[src/rtl/mmu_pkg.sv]
// Shared definitions for the translation controller and its TLB/STLB/PMU neighbours:
// state encoding, derived address-field widths and fault codes.
package mmu_pkg;

   typedef enum logic [3:0] {
      IDLE  = 4'd0,
      L1    = 4'd1,
      L2    = 4'd2,
      WREQ  = 4'd3,
      WWAIT = 4'd4,
      FILL2 = 4'd5,
      FILL1 = 4'd6,
      RESP  = 4'd7,
      DRAIN = 4'd8
   } xlate_state_e;

   localparam logic [1:0] FAULT_NONE   = 2'd0;
   localparam logic [1:0] FAULT_PAGE   = 2'd1;
   localparam logic [1:0] FAULT_ACCESS = 2'd2;

   function automatic int vpn_width(input int va_w, input int page_shift);
      return va_w - page_shift;
   endfunction

   function automatic int ppn_width(input int pa_w, input int page_shift);
      return pa_w - page_shift;
   endfunction

endpackage

[src/rtl/sat_counter.sv]
// Enable-driven statistics counter that sticks at all-ones instead of wrapping.
module sat_counter #(
   parameter int CNT_W = 64
) (
   input  logic             clk,
   input  logic             rst_n,
   input  logic             i_en,
   output logic [CNT_W-1:0] o_cnt
);

   localparam logic [CNT_W-1:0] CNT_ONE = {{(CNT_W-1){1'b0}}, 1'b1};
   localparam logic [CNT_W-1:0] CNT_MAX = {CNT_W{1'b1}};

   logic [CNT_W-1:0] r_cnt;

   always_ff @(posedge clk or negedge rst_n) begin
      if (!rst_n) begin
         r_cnt <= '0;
      end else if (i_en && (r_cnt != CNT_MAX)) begin
         r_cnt <= r_cnt + CNT_ONE;
      end
   end

   assign o_cnt = r_cnt;

endmodule

[src/rtl/mmu_xlate_ctrl.sv]
// L1 TLB / STLB miss-handling controller: probes L1, then STLB, then the page-table walker,
// refills both levels inclusively and returns {ppn, offset} or a fault.
module mmu_xlate_ctrl
   import mmu_pkg::*;
#(
   parameter int VA_W       = 64,
   parameter int PA_W       = 64,
   parameter int PCID_W     = 12,
   parameter int PAGE_SHIFT = 12,
   parameter int CNT_W      = 64
) (
   input  logic                       clk,
   input  logic                       rst_n,
   input  logic                       i_req_valid,
   output logic                       o_req_ready,
   input  logic [VA_W-1:0]            i_req_va,
   input  logic [PCID_W-1:0]          i_req_pcid,
   output logic                       o_rsp_valid,
   input  logic                       i_rsp_ready,
   output logic [PA_W-1:0]            o_rsp_pa,
   output logic                       o_rsp_fault,
   output logic                       o_l1_lookup,
   output logic [VA_W-PAGE_SHIFT-1:0] o_l1_vpn,
   output logic [PCID_W-1:0]          o_l1_pcid,
   input  logic                       i_l1_hit,
   input  logic [PA_W-PAGE_SHIFT-1:0] i_l1_ppn,
   output logic                       o_l1_fill,
   output logic [PA_W-PAGE_SHIFT-1:0] o_l1_fill_ppn,
   output logic                       o_l2_lookup,
   input  logic                       i_l2_hit,
   input  logic [PA_W-PAGE_SHIFT-1:0] i_l2_ppn,
   output logic                       o_l2_fill,
   output logic [PA_W-PAGE_SHIFT-1:0] o_l2_fill_ppn,
   output logic                       o_ptw_req_valid,
   input  logic                       i_ptw_req_ready,
   input  logic                       i_ptw_rsp_valid,
   input  logic [PA_W-PAGE_SHIFT-1:0] i_ptw_rsp_ppn,
   input  logic                       i_ptw_rsp_fault,
   input  logic                       i_flush,
   output logic [CNT_W-1:0]           o_cnt_l1_hit,
   output logic [CNT_W-1:0]           o_cnt_l2_hit,
   output logic [CNT_W-1:0]           o_cnt_walk,
   output logic [CNT_W-1:0]           o_cnt_fault
);

   localparam int VPN_W = vpn_width(VA_W, PAGE_SHIFT);
   localparam int PPN_W = ppn_width(PA_W, PAGE_SHIFT);

   localparam logic [3:0] S_IDLE  = IDLE;
   localparam logic [3:0] S_L1    = L1;
   localparam logic [3:0] S_L2    = L2;
   localparam logic [3:0] S_WREQ  = WREQ;
   localparam logic [3:0] S_WWAIT = WWAIT;
   localparam logic [3:0] S_FILL2 = FILL2;
   localparam logic [3:0] S_FILL1 = FILL1;
   localparam logic [3:0] S_RESP  = RESP;
   localparam logic [3:0] S_DRAIN = DRAIN;

   logic [3:0]            r_state;
   logic [3:0]            w_state_nxt;
   logic [VPN_W-1:0]      r_vpn;
   logic [PAGE_SHIFT-1:0] r_off;
   logic [PCID_W-1:0]     r_pcid;
   logic [PPN_W-1:0]      r_ppn;
   logic [PA_W-1:0]       r_rsp_pa;
   logic                  r_rsp_fault;

   logic w_accept;
   logic w_inc_l1;
   logic w_inc_l2;
   logic w_inc_walk;
   logic w_inc_fault;

   assign w_accept    = i_req_valid && o_req_ready;
   assign w_inc_l1    = (r_state == S_L1) && i_l1_hit && !i_flush;
   assign w_inc_l2    = (r_state == S_L2) && i_l2_hit && !i_flush;
   // The walker has taken the request even if a flush lands in the same cycle.
   assign w_inc_walk  = (r_state == S_WREQ) && i_ptw_req_ready;
   assign w_inc_fault = (r_state == S_WWAIT) && i_ptw_rsp_valid && i_ptw_rsp_fault && !i_flush;

   always_comb begin
      w_state_nxt = r_state;
      if (i_flush) begin
         case (r_state)
            S_WWAIT: w_state_nxt = i_ptw_rsp_valid ? S_IDLE : S_DRAIN;
            S_WREQ:  w_state_nxt = i_ptw_req_ready ? S_DRAIN : S_IDLE;
            // A walk is still outstanding; keep waiting for it to retire.
            S_DRAIN: w_state_nxt = i_ptw_rsp_valid ? S_IDLE : S_DRAIN;
            default: w_state_nxt = S_IDLE;
         endcase
      end else begin
         case (r_state)
            S_IDLE:  w_state_nxt = i_req_valid ? S_L1 : S_IDLE;
            S_L1:    w_state_nxt = i_l1_hit ? S_RESP : S_L2;
            S_L2:    w_state_nxt = i_l2_hit ? S_FILL1 : S_WREQ;
            S_WREQ:  w_state_nxt = i_ptw_req_ready ? S_WWAIT : S_WREQ;
            S_WWAIT: begin
               if (i_ptw_rsp_valid) begin
                  w_state_nxt = i_ptw_rsp_fault ? S_RESP : S_FILL2;
               end else begin
                  w_state_nxt = S_WWAIT;
               end
            end
            S_FILL2: w_state_nxt = S_FILL1;
            S_FILL1: w_state_nxt = S_RESP;
            S_RESP:  w_state_nxt = i_rsp_ready ? S_IDLE : S_RESP;
            S_DRAIN: w_state_nxt = i_ptw_rsp_valid ? S_IDLE : S_DRAIN;
            default: w_state_nxt = S_IDLE;
         endcase
      end
   end

   always_ff @(posedge clk or negedge rst_n) begin
      if (!rst_n) begin
         r_state     <= S_IDLE;
         r_vpn       <= '0;
         r_off       <= '0;
         r_pcid      <= '0;
         r_ppn       <= '0;
         r_rsp_pa    <= '0;
         r_rsp_fault <= 1'b0;
      end else begin
         r_state <= w_state_nxt;
         if (w_accept) begin
            r_vpn  <= i_req_va[VA_W-1:PAGE_SHIFT];
            r_off  <= i_req_va[PAGE_SHIFT-1:0];
            r_pcid <= i_req_pcid;
         end
         if (i_flush) begin
            r_rsp_fault <= 1'b0;
         end else begin
            case (r_state)
               S_L1: begin
                  if (i_l1_hit) begin
                     r_rsp_pa    <= {i_l1_ppn, r_off};
                     r_rsp_fault <= 1'b0;
                  end
               end
               S_L2: begin
                  if (i_l2_hit) begin
                     r_ppn <= i_l2_ppn;
                  end
               end
               S_WWAIT: begin
                  if (i_ptw_rsp_valid && i_ptw_rsp_fault) begin
                     r_rsp_pa    <= '0;
                     r_rsp_fault <= 1'b1;
                  end else if (i_ptw_rsp_valid) begin
                     r_ppn <= i_ptw_rsp_ppn;
                  end
               end
               S_FILL1: begin
                  r_rsp_pa    <= {r_ppn, r_off};
                  r_rsp_fault <= 1'b0;
               end
               S_RESP: begin
                  if (i_rsp_ready) begin
                     r_rsp_fault <= 1'b0;
                  end
               end
               default: begin
               end
            endcase
         end
      end
   end

   assign o_req_ready     = (r_state == S_IDLE) && !i_flush;
   assign o_rsp_valid     = (r_state == S_RESP);
   assign o_rsp_pa        = r_rsp_pa;
   assign o_rsp_fault     = r_rsp_fault;
   assign o_l1_lookup     = (r_state == S_L1);
   assign o_l2_lookup     = (r_state == S_L2);
   assign o_l1_vpn        = r_vpn;
   assign o_l1_pcid       = r_pcid;
   assign o_l1_fill       = (r_state == S_FILL1) && !i_flush;
   assign o_l2_fill       = (r_state == S_FILL2) && !i_flush;
   assign o_l1_fill_ppn   = r_ppn;
   assign o_l2_fill_ppn   = r_ppn;
   assign o_ptw_req_valid = (r_state == S_WREQ);

   sat_counter #(.CNT_W(CNT_W)) u_cnt_l1_hit (
      .clk(clk), .rst_n(rst_n), .i_en(w_inc_l1), .o_cnt(o_cnt_l1_hit)
   );
   sat_counter #(.CNT_W(CNT_W)) u_cnt_l2_hit (
      .clk(clk), .rst_n(rst_n), .i_en(w_inc_l2), .o_cnt(o_cnt_l2_hit)
   );
   sat_counter #(.CNT_W(CNT_W)) u_cnt_walk (
      .clk(clk), .rst_n(rst_n), .i_en(w_inc_walk), .o_cnt(o_cnt_walk)
   );
   sat_counter #(.CNT_W(CNT_W)) u_cnt_fault (
      .clk(clk), .rst_n(rst_n), .i_en(w_inc_fault), .o_cnt(o_cnt_fault)
   );

endmodule
[config.mk]
export PLATFORM = sky130hd
export DESIGN_NAME = mmu_xlate_ctrl
export DESIGN_NICKNAME = d
export VERILOG_FILES = /design/src/rtl/mmu_pkg.sv /design/src/rtl/sat_counter.sv /design/src/rtl/mmu_xlate_ctrl.sv
export SDC_FILE = /design/constraint.sdc
export NUM_CORES = 1
export LEC_CHECK = 0
export CAP_MARGIN = 20
export CORE_AREA = 5 5 281 283
export CTS_CLUSTER_SIZE = 10
export DETAILED_ROUTE_END_ITERATION = 12
export DIE_AREA = 0 0 286 288
export GPL_ROUTABILITY_DRIVEN = 0
export HOLD_SLACK_MARGIN = 0.12
export SLEW_MARGIN = 20
export SYNTH_ARGS = -nofsm -noshare
export SYNTH_HDL_FRONTEND = slang
export SYNTH_HIERARCHICAL = 1
export SYNTH_SLANG_ARGS = --single-unit
[constraint.sdc]
create_clock -name clk -period 3.5 [get_ports clk]
set_clock_uncertainty 0.05 [all_clocks]
set_input_delay 0.875 -clock clk [delete_from_list [all_inputs] [get_ports clk]]
set_output_delay 0.875 -clock clk [all_outputs]
set_load 0.02 [all_outputs]
[After elaboration in Yosys (flattened, before gate mapping)]
Index checks and enable logic that the tools add are counted.
Cells by class
  add/subtract/negate cells: 4
  bitwise logic cells: 1
  eq/ne operators: 20
  reduce and logical (&&, ||, !) cells: 26
  multiplexer cells: 24
Operator list (count)
  $add A64 B1 Y64 const B: 4
  $ne A64 B64 Y1 const B: 4
  $pmux W64 S3: 1
  $mux W52: 3
  $mux W64: 2
  $pmux W52 S2: 1
  $pmux W4 S9: 1
  $logic_and A1 B1 Y1: 17
  $eq A4 B3 Y1 const B: 4
  $mux W3: 4
  $mux W4: 3
  $eq A4 B2 Y1 const B: 2
  $pmux W4 S2: 1
  $reduce_and A4 Y1: 2
  $ne A2 B1 Y1 const B: 3
  $ne A3 B1 Y1 const B: 2
  $mux W1: 5
  $reduce_and A5 Y1: 1
  $reduce_bool A5 Y1: 1
  $eq A4 B1 Y1 const B: 1
  $eq A4 B4 Y1 const B: 1
  $logic_not A4 Y1: 1
  $mux W2: 2
  $ne A2 B2 Y1 const B: 2
  7 further kinds: 7
Word-level totals
  word-level logic and storage cells: 86
  output and inout bits: 496
  flip-flop bits (word level): 453
  input port bits: 242

[Longest topological paths before layout]
  word-level depth: 5
  depth in mapped cells: 10
  gate-level depth less buffers: 7

[Modules after synthesis]
Netlist, hierarchy kept.
Modules (own cells, without submodules)
  sat_counter: cells an instance 316, area an instance 3266.9 µm², times used 4, seq. area each 1601.5 µm²
  mmu_xlate_ctrl: cells an instance 908, area an instance 9396.5 µm², times used 1, seq. area each 4929.7 µm²

[Worst setup path before layout]
Ideal clock, no wire load.
  kind: flip-flop to flip-flop
  from: reg r_state[0]
  to: reg u_cnt_fault.r_cnt[35], in the netlist u_cnt_fault/o_cnt[35]
  path slack: 488 ps
  buffers on the path: 4
  library setup time: 80 ps
  stages on the path, launching flop included: 11
  arrival time: 2882 ps
  data required time: 3370 ps
  clock period less this slack: 3012 ps
  path through: dfrtp_1 -> buf_6 -> or4b_2 -> clkbuf_1 -> buf_1 -> nor3_1 -> inv_1 -> a31o_4 -> buf_6 -> nor4_1 -> xor2_1
On the way
  longest elaborated chain between the ends: 5
Ends and longest elaborated chain
  start, declared: line mmu_xlate_ctrl.sv:59  | logic [3:0] r_state;
  start signal, assigned: line mmu_xlate_ctrl.sv:123  | r_state <= w_state_nxt;
  $eq A4 B3 Y1: line mmu_xlate_ctrl.sv:79  | assign w_inc_fault = (r_state == S_WWAIT) && i_ptw_rsp_valid && i_ptw_rsp_fault && !i_flush;
  $logic_and A1 B1 Y1 (3 in a row): line mmu_xlate_ctrl.sv:79
  named net w_inc_fault: line mmu_xlate_ctrl.sv:72  | logic w_inc_fault;
  $logic_and A1 B1 Y1: line sat_counter.sv:19  | end else if (i_en && (r_cnt != CNT_MAX)) begin
  end signal, assigned: line sat_counter.sv:20  | r_cnt <= r_cnt + CNT_ONE;
  end, declared: line sat_counter.sv:14  | logic [CNT_W-1:0] r_cnt;
The timed path passes the listed nets, and every way through them passes these cells.
A chain may end at the register's enable or synchronous reset.

[Worst setup path after layout]
  from: in i_flush
  to: out o_l1_fill
On the way
  longest elaborated chain between the ends: 2
Ends and longest elaborated chain
  start, declared: line mmu_xlate_ctrl.sv:39  | input logic i_flush,
  $logic_not A1 Y1: line mmu_xlate_ctrl.sv:176  | assign o_l1_fill = (r_state == S_FILL1) && !i_flush;
  $logic_and A1 B1 Y1: line mmu_xlate_ctrl.sv:176
  end, declared: line mmu_xlate_ctrl.sv:27  | output logic o_l1_fill,
No other way between the ends.

==> impl_results.md <==
- Sw Pwr: 8.120 mW
- Finish-stage setup viols: 0
- Min cycle time layout: 3.376 ns
- Initial antenna violation count: 4
- Max-cap viol count: 0
- Crit Path Max Fanout: 4
- Site Rows: 102
- Hold-fix buffers, CTS: 0
- Critical path class: input port to primary output
- Post-synthesis average cell area: 10.34 sq um
- Detailed Route WL: 86070 um
- Worst path arrival time: 2.45 ns
- Post-CTS Setup Inserts: 0
- Total power: 22.05 mW
- Clk pin slew, worst setup/hold paths: 0.06 ns
- Total number of vias: 19581
- Clk sinks: 453
- Ys async rst share: 100.0%
- # IOs: 738
- Depth of the CTS H-tree: 2
- Most common cell after layout, fill and taps aside: clkdlybuf4s50_1
- Top-area cell type share of the netlist area: 50.46%
- Area of the mapped netlist: 22460 sq um
- Worst path slowest cell: clkdlybuf4s50_1
- Post-route ant nets: 0
- Setup TNS: 0 ns
- Die Area: 82370 sq um
- Vert. Die Dim: 288 um
- Leakage Power: 13.74 nW
- #FFs+latches synth: 453
- Area leader, netlist: dfrtp_1
- Critical-path cell list: clkdlybuf4s50_1 > or2_2 > nor3_1 > clkdlybuf4s50_1
- Vias in the first global route: 19669
- Buf+Inv Stages, Crit Path: 2
- Fraction of layout cells with a size suffix above 1: 11.24%
- Sequential power share: 34.9%
- Post-synth EDFFs: 0
- DRT iter0 DRCs: 1340
- Area Overhead vs Synth: 45.07%
- Sequential share of the synthesized area: 50.46%
- Internal power: 13.93 mW
- Final Hold Viols: 0
- Distinct cells, synth: 57
- Syn. warnings: 6
- RSZ-0062 raised after global routing: no
- Most used cell, CP: clkdlybuf4s50_1
- Detailed placement HPWL: 65430 um
- Setup slack after layout: 0.1244 ns
- Layout Utilization: 42.63%
- Maximum VDD drop: 0.5017 mV
- Max Fclk: 0.2962 GHz
- Fin nets: 3150
- Die X: 286 um
- Dpl ws: 0.1002 ns
- Combinational fraction of design power: 40.8%
- Switch share: 36.82%
- CP endpoint kind: primary output
- CTS tree: done
- Final Instance Area: 32590 sq um
- Routed wire length per instance: 21.92 um
- Starting Density: 29.39%
- TritonCTS Buffers: 56
- Overflow after GRT: 0
- Net Count, Synth: 2418
- DP Area: 30950 sq um
- CP peak stage delay: 0.63 ns
- Via/cell ratio: 4.988
- Total GRT Usage: 19.85%
- Clk_lat worst skew: 0.60 ns
- PwrDens: 676.7 nW/um^2
- Slew Limit Fails: 0
- Worst Tran Pin Value: 0.8555 ns
- Critical Path RT: 2.57 ns
- Ratio of final minimum period to clock period: 96.45%
- Most frequent cells in the layout: 736 x clkdlybuf4s50_1, 452 x dfrtp_1, 379 x nand2_1
- Synth top area cells: dfrtp_1 50%, nand2_1 6.3%, xnor2_1 4.8%
- Post-route DRC: 0
- First-pass GRT wire length: 127700 um
- Placeable Area: 76450 sq um
- Status: finished clean
- CTS max path bufs: 3
- PortBufs: 737
- Post_cts resized: 0
- Cell family contributing the most delay on the critical path: buffers and inverters
- Max-Slew Margin vs Limit: 42.97%
- Hold Crit Class: input port to asynchronous set/reset pin
- Drt first pass iters: 6
- Clock network power share: 24.3%
- Post-Synthesis Cells: 2172
- Root buffer cell: clkbuf_16
- Fillcell total: 7445
- Worst setup SP type: input port
- Largest net degree at the start of global routing: 83
- Synth Flop Type: dfrtp_1
## logic make-up (layout without fill, tap and decap cells)
logic type,count (synthesis),after routing,synth area share (%)
muxes,141,141,7.664
xor gates and xnor gates,248,248,9.669
AOI/OAI and AO/OA,152,152,4.523
DFF,453,453,50.46
other,0,3,0
and+or+nand+nor,1001,1001,22.95
buffers and inverters,173,936,4.506
adders and majority gates,4,4,0.2228
## power by group through the flow
stage | Sequential, mW | Clock, mW | Combinational, mW
floorplan | 8.72 | 0 | 3.66
global placement | 7.73 | 0 | 9.02
detailed placement | 7.75 | 0 | 9.08
CTS | 7.69 | 5.56 | 9.10
global route | 7.86 | 5.77 | 9.51
finish | 7.70 | 5.37 | 8.99
## synthesized netlist by cell type (all sizes together) (5+ instances only)
| master | number |
|---|---|
| a31oi | 58 |
| inv | 41 |
| nor2 | 125 |
| mux2 | 128 |
| clkbuf | 34 |
| and4 | 12 |
| nor4 | 73 |
| nor3b | 9 |
| mux2i | 13 |
| nand3 | 92 |
| nor4b | 10 |
| xor2 | 124 |
| or4 | 16 |
| and3 | 33 |
| o21ai | 56 |
| dfrtp | 453 |
| nor3 | 90 |
| nand4 | 124 |
| a21oi | 21 |
| nor2b | 5 |
| buf | 98 |
| nand2 | 379 |
| xnor2 | 124 |
| or3 | 11 |
## layout make-up
class                           count  area (sq um)  share of cell area [%]
Inverter                           41         153.9                  0.4722
Clock inverter                      7         85.08                  0.2611
Clock buffer                       82          1550                   4.757
Multi-Input combinational cell   1546         10160                   31.16
Timing Repair Buffer              806          8063                   24.74
Sequential cell                   453         11340                   34.79
Antenna cell                        3         7.507                 0.02304
Tap cell                          988          1236                   3.793
## worst paths after layout
check | startpoint | to | slack, ns | cells past startpoint
min in group clk | u_cnt_fault/o_cnt[54]$_DFFE_PN0P_ | u_cnt_fault/o_cnt[54]$_DFFE_PN0P_ | 0.45 | 1
max | i_flush | o_l1_fill | 0.12 | 4
max in group asynchronous | rst_n | o_l1_pcid[8]$_DFFE_PN0P_ | 2.28 | 2
min | rst_n | o_rsp_pa[19]$_DFFE_PN0P_ | 0.24 | 1
min reg2reg | u_cnt_fault/o_cnt[54]$_DFFE_PN0P_ | u_cnt_fault/o_cnt[54]$_DFFE_PN0P_ | 0.45 | 1
max reg2reg | r_state[1]$_DFF_PN0_ | u_cnt_l2_hit/o_cnt[35]$_DFFE_PN0P_ | 0.66 | 7
## registers in the layout, indices dropped and copies added, names as in the netlist
name,flops
o_rsp_fault,1
u_cnt_walk/o_cnt,64
o_l1_vpn,52
r_state,4
o_rsp_pa,64
u_cnt_fault/o_cnt,64
u_cnt_l1_hit/o_cnt,64
r_off,12
u_cnt_l2_hit/o_cnt,64
o_l1_fill_ppn,52
o_l1_pcid,12
## through the flow
stage	hold WS, ns	instances
2_1_floorplan	0.4293	2172
5_1_grt	0.2629	3923
3_5_place_dp	0.4383	3834
3_3_place_gp	0.4328	3834
4_1_cts	0.2356	3923
6_report	0.2363	3926
## per-layer routing
layer | track usage (%) | vias up | part of all wire [%]
li1 | - | 9068 | -
met5 | 0 | - | 0.031
met4 | 6.169 | 4 | 3.5
met1 | 25.58 | 9643 | 42
met3 | 4.909 | 154 | 7.2
met2 | 33.03 | 712 | 48
No activity file was read; power rests on OpenSTA's default activity.
